==> config.mk <==
export PLATFORM = sky130hd
export DESIGN_NAME = spi_slave_rx_tx
export DESIGN_NICKNAME = d
export VERILOG_FILES = /design/src/rtl/spi_pkg.sv /design/src/rtl/spi_sync_edge.sv /design/src/rtl/spi_slave_rx_tx.sv
export SDC_FILE = /design/constraint.sdc
export NUM_CORES = 1
export LEC_CHECK = 0
export BUFFER_PORTS_ARGS = -buffer_cell sky130_fd_sc_hd__buf_2
export CAP_MARGIN = 30
export CORE_MARGIN = 3
export CORE_UTILIZATION = 45
export DETAILED_ROUTE_END_ITERATION = 10
export GPL_TIMING_DRIVEN = 0
export PLACE_DENSITY = 0.72
export SYNTH_ARGS = -nofsm -noshare
export SYNTH_HDL_FRONTEND = slang
export SYNTH_HIERARCHICAL = 1
export SYNTH_SLANG_ARGS = --single-unit
==> constraint.sdc <==
create_clock -name clk -period 2.3 [get_ports clk]
set_input_delay 0.115 -clock clk [delete_from_list [all_inputs] [get_ports clk]]
set_output_delay 0.115 -clock clk [all_outputs]
set_load 0.02 [all_outputs]
==> src/rtl/spi_pkg.sv <==
// Shared SPI link definitions: word width, responder FSM states and the
// clock mode used by both ends of the link.
`timescale 1ns/1ps
package spi_pkg;

  localparam int SPI_WIDTH = 8;

  localparam logic [0:0] ST_IDLE   = 1'b0;
  localparam logic [0:0] ST_ACTIVE = 1'b1;

  // Mode 0: sclk idles low, data sampled on the rising edge.
  localparam logic SPI_CPOL = 1'b0;
  localparam logic SPI_CPHA = 1'b0;

endpackage

==> src/rtl/spi_sync_edge.sv <==
// Multi-flop synchroniser for an asynchronous pin plus rise/fall detection.
// Edges are flagged combinationally in the cycle the synchronised value changes.
`timescale 1ns/1ps
module spi_sync_edge #(
  parameter int   STAGES  = 2,
  parameter logic RST_VAL = 1'b0
) (
  input  logic clk,
  input  logic rst,
  input  logic din,
  output logic rise,
  output logic fall
);

  logic [STAGES-1:0] chain;
  logic              prev;
  logic              sync;

  always_ff @(posedge clk or posedge rst) begin
    if (rst) begin
      chain <= {STAGES{RST_VAL}};
      prev  <= RST_VAL;
    end else begin
      chain <= {chain[STAGES-2:0], din};
      prev  <= chain[STAGES-1];
    end
  end

  assign sync = chain[STAGES-1];
  assign rise = sync & ~prev;
  assign fall = ~sync & prev;

endmodule

==> src/rtl/spi_slave_rx_tx.sv <==
// Mode-0 SPI responder: oversamples sclk/cs_n/mosi, deserialises MSB-first words
// and serialises a single-entry holding register onto miso (edge-to-effect SYNC_STAGES+1 clk).
`timescale 1ns/1ps
module spi_slave_rx_tx
  import spi_pkg::*;
#(
  parameter int WIDTH       = SPI_WIDTH,
  parameter int SYNC_STAGES = 2
) (
  input  logic             clk,
  input  logic             rst,
  input  logic             sclk,
  input  logic             cs_n,
  input  logic             mosi,
  output logic             miso,
  input  logic [WIDTH-1:0] tx_data,
  input  logic             tx_load,
  output logic             tx_ready,
  output logic [WIDTH-1:0] rx_data,
  output logic             rx_valid,
  output logic             busy
);

  localparam int CW = (WIDTH > 1) ? $clog2(WIDTH) : 1;

  logic [0:0]             state;
  logic [CW-1:0]          bit_cnt;
  logic [WIDTH-1:0]       rx_shift;
  logic [WIDTH-1:0]       tx_shift;
  logic [WIDTH-1:0]       hold;
  logic                   tx_pending;
  logic                   reload;
  logic [SYNC_STAGES-1:0] mosi_chain;
  logic                   mosi_sync;

  logic sclk_rise, sclk_fall;
  logic cs_rise, cs_fall;
  logic load_ok, consume;
  logic [WIDTH-1:0] slot_word;

  spi_sync_edge #(.STAGES(SYNC_STAGES), .RST_VAL(SPI_CPOL)) u_sclk_sync (
    .clk  (clk),
    .rst  (rst),
    .din  (sclk),
    .rise (sclk_rise),
    .fall (sclk_fall)
  );

  spi_sync_edge #(.STAGES(SYNC_STAGES), .RST_VAL(1'b1)) u_cs_sync (
    .clk  (clk),
    .rst  (rst),
    .din  (cs_n),
    .rise (cs_rise),
    .fall (cs_fall)
  );

  // mosi needs only its level; sclk edges already align it with the capture point.
  always_ff @(posedge clk or posedge rst) begin
    if (rst) mosi_chain <= '0;
    else     mosi_chain <= {mosi_chain[SYNC_STAGES-2:0], mosi};
  end
  assign mosi_sync = mosi_chain[SYNC_STAGES-1];

  // A slot consumes the holding word at frame start and after each completed word.
  assign consume   = ((state == ST_IDLE) && cs_fall) ||
                     ((state == ST_ACTIVE) && !cs_rise && sclk_fall && reload);
  assign slot_word = tx_pending ? hold : '0;
  assign load_ok   = tx_load && !tx_pending;

  always_ff @(posedge clk or posedge rst) begin
    if (rst) begin
      hold       <= '0;
      tx_pending <= 1'b0;
    end else begin
      if (load_ok) hold <= tx_data;
      tx_pending <= (tx_pending && !consume) || load_ok;
    end
  end

  always_ff @(posedge clk or posedge rst) begin
    if (rst) begin
      state    <= ST_IDLE;
      bit_cnt  <= '0;
      rx_shift <= '0;
      tx_shift <= '0;
      reload   <= 1'b0;
      rx_data  <= '0;
      rx_valid <= 1'b0;
    end else begin
      rx_valid <= 1'b0;
      case (state)
        ST_IDLE: begin
          if (cs_fall) begin
            state    <= ST_ACTIVE;
            tx_shift <= slot_word;
            bit_cnt  <= '0;
            rx_shift <= '0;
            reload   <= 1'b0;
          end
        end
        ST_ACTIVE: begin
          if (cs_rise) begin
            state    <= ST_IDLE;
            bit_cnt  <= '0;
            rx_shift <= '0;
            tx_shift <= '0;
            reload   <= 1'b0;
          end else if (sclk_rise) begin
            rx_shift <= {rx_shift[WIDTH-2:0], mosi_sync};
            if (bit_cnt == CW'(WIDTH - 1)) begin
              rx_data  <= {rx_shift[WIDTH-2:0], mosi_sync};
              rx_valid <= 1'b1;
              bit_cnt  <= '0;
              reload   <= 1'b1;
            end else begin
              bit_cnt <= bit_cnt + 1'b1;
            end
          end else if (sclk_fall) begin
            if (reload) begin
              tx_shift <= slot_word;
              reload   <= 1'b0;
            end else begin
              tx_shift <= {tx_shift[WIDTH-2:0], 1'b0};
            end
          end
        end
        default: state <= ST_IDLE;
      endcase
    end
  end

  assign miso     = tx_shift[WIDTH-1];
  assign tx_ready = !tx_pending;
  assign busy     = (state == ST_ACTIVE);

endmodule

==> run_results.csv <==
group,metric,value,unit
yosys,synthMostInstantiatedCell,"dfrtp_1",
die,coreArea,0.00385,sq mm
critical_path,path_class,"reg2reg",
die,die_h,70.7,microns
sta,rsz0062_at_grt,"false",
sta,period_share,0.793,
critical_path,ff2ff_setup_slack,0.48,ns
layout,multi_input_area,653,sq um
min_path,hp-start,"tx_data[1]",
sta,fin_worst_skew,0.00343,ns
yosys,ys_ff_latch,46,
critical_path,crit_path_max_fanout,10,
min_path,hp-class,"in2reg",
yosys,synth_edf_count,0,
power_and_ir_drop,power_density,984,mW/mm^2
critical_path,cp-end-kind,"flip-flop",
critical_path,rr_endpoint,"rx_data[0]",
yosys,yosys-top-cells-count,"43 x dfrtp_1, 16 x mux2_2, 10 x a22o_1",
grt,grt_pass1_vias,1317,
cts,clockBufferDepth,2,
critical_path,r2r_cells,4,
power_and_ir_drop,ir_drop,400,uV
yosys,synthArstFlopShare,1.00,
yosys,avgSynthCellArea,14.2,sq um
placed_design,gp_congestion,0.793,
die,fp-row-count,22,
grt,grt_overflow,0,
min_path,whs_path_depth,2,
routing,drt-total-wl,3450,microns
routing,vias,1206,
cts,cts.sinks,46,
die,ios,26,
cts,root_buffer,"clkbuf_8",
routing,routedWlPerCell,15.8,microns
cts,insertion_delay,0.29,ns
sta,worst_pin_slew,0.807,ns
yosys,syn_nets,149,
yosys,synth_area_leaders,"dfrtp_1 57%, mux2_2 9.6%, a22o_1 4.7%",
sta,fmax,0.548,GHz
die,start_util,0.489,
yosys,ys_warn_count,6,
routing,routed_via_density,5.53,
critical_path,r2r_start,"u_cs_sync/chain[1]",
layout,fillers,322,
yosys,syn_inst,133,
cts,path_clk_slew,0.08,ns
power_and_ir_drop,p_leak,1.09,nW
sta,fin_tns_setup,0,ns
placed_design,port_buffers,25,
yosys,synth_top_area_frac,0.571,
routing,remaining_drc_errors,0,
cts,cts_buffers,5,
sta,finalSetupViolations,0,
critical_path,worstPathRequired,2.48,ns
cts,htreeDepth,2,
cts,tritoncts,"built",
die,dieArea,0.00500,sq mm
yosys,synthFlopType,"dfrtp_1",
critical_path,start_kind,"flip-flop",
layout,layout-drive-gt1-share,0.394,
sta,hold_viol_final,0,
layout,antenna_cells,0,
yosys,synth_area,0.00188,sq mm
routing,drt_iter0_markers,67,
yosys,yosysSeqAreaShare,0.613,
flow_run,maxCapViolations,0,
yosys,synth_top_cell_by_area,"dfrtp_1",
min_path,whs_endpoint,"hold[1]",
yosys,synth_cell_type_count,29,
critical_path,arrival,2.01,ns
layout,area_growth,17.8,%
routing,ant_nets,0,
routing,dr.pass1.iters,4,
layout,nets,185,
sta,slew_headroom,0.461,
grt,grt_pass1_wl,6070,microns
die,die_w,70.7,microns
grt,grt_max_degree,41,
placed_design,dp_hpwl,2380,microns
power_and_ir_drop,power,2.18,mW
grt,antenna_found_initial,0,
status,status,"complete, no violations",
cts,cts_setup_buffers,0,
sta,maxSlewViolCount,0,
layout,regArea,0.00115,sq mm
grt,grt_use_total,0.152,
sta,fin_crit,1.82,ns
[metrics by stage]
step | std cells | util | area [sq um] | hold slack (ns) | setup slack (ns)
after floorplan | 133 | - | 1880 | -0.131 | 0.617
after global placement | 206 | 0.537 | 2070 | -0.00328 | 0.507
after detailed placement | 206 | 0.537 | 2070 | 0.00459 | 0.479
after CTS | 218 | 0.576 | 2220 | 0.0472 | 0.452
after global routing | 218 | 0.576 | 2220 | 0.0543 | 0.378
final | 218 | 0.576 | 2220 | 0.0524 | 0.475
[kinds of logic after synthesis]
kind of cell / synth area share
muxes: 0.101
and+or+nand+nor: 0.0664
AOI/OAI and AO/OA: 0.166
buffers and inverters: 0.0399
DFF: 0.613
adders and majority gates: 0.0133
[critical path, stage by stage (launching register included)]
cell and delay, ns:
dfstp_2 0.54, nor2b_1 0.39, and3b_2 0.29, nand2_4 0.14, mux2_2 0.35
[cells in the final DEF, fill, tap and decap left out, types with 5 or more instances in the layout]
cell type  instances
o211ai_1           8
a22o_1            10
mux2_2            16
a2bb2oi_1          7
clkbuf_8           5
dfrtp_1           43
buf_2             28
a221oi_1           7
inv_1              6
[where the power goes]
group	internal, mW	leakage, nW	switching (mW)	total (mW)
sequential	0.980	0.580	0.101	1.08
combinational	0.259	0.454	0.256	0.515
clock	0.324	0.0514	0.263	0.588
[flip-flops by register name (all words and copies together), names as in the netlist]
name,cells
bit_cnt,3
busy,1
hold,8
mosi_chain,2
reload,1
rx_data,8
rx_shift,7
rx_valid,1
tx_pending,1
tx_shift,8
u_cs_sync/chain,2
u_cs_sync/prev,1
u_sclk_sync/chain,2
u_sclk_sync/prev,1
[area by class of cell]
cell class,count,area share
Sequential cell,46,0.521
Clock inverter,2,0.0169
Timing Repair Buffer,29,0.0744
Clock buffer,6,0.0327
Tap cell,48,0.0271
Inverter,8,0.0135
Multi-Input combinational cell,72,0.294
Buffer,7,0.0203
[metal layers]
metal / track usage / routed length [microns]
met2: 0.270 / 1780
met3: 0.0369 / 145
met1: 0.178 / 1500
met5: 0 / 0
met4: 0.0564 / 18
[what timing repair did]
action                    CTS  global route
hold endpoints to repair    9             0
hold buffers                4             0
resized for setup           0             0
[worst max-delay path by stage]
stage	from	end	slack, ns	cells past startpoint
after floorplan	u_cs_sync/chain[1]	rx_data[0]	0.62	4
after detailed placement	u_cs_sync/chain[1]	rx_data[1]	0.48	4
after global routing	u_cs_sync/chain[1]	rx_data[1]	0.38	4
after CTS	u_cs_sync/chain[1]	rx_data[1]	0.45	4
final	u_cs_sync/chain[1]	rx_data[0]	0.48	4
after global placement	u_cs_sync/chain[1]	rx_data[5]	0.51	4
(Power assumes the default switching activity.)
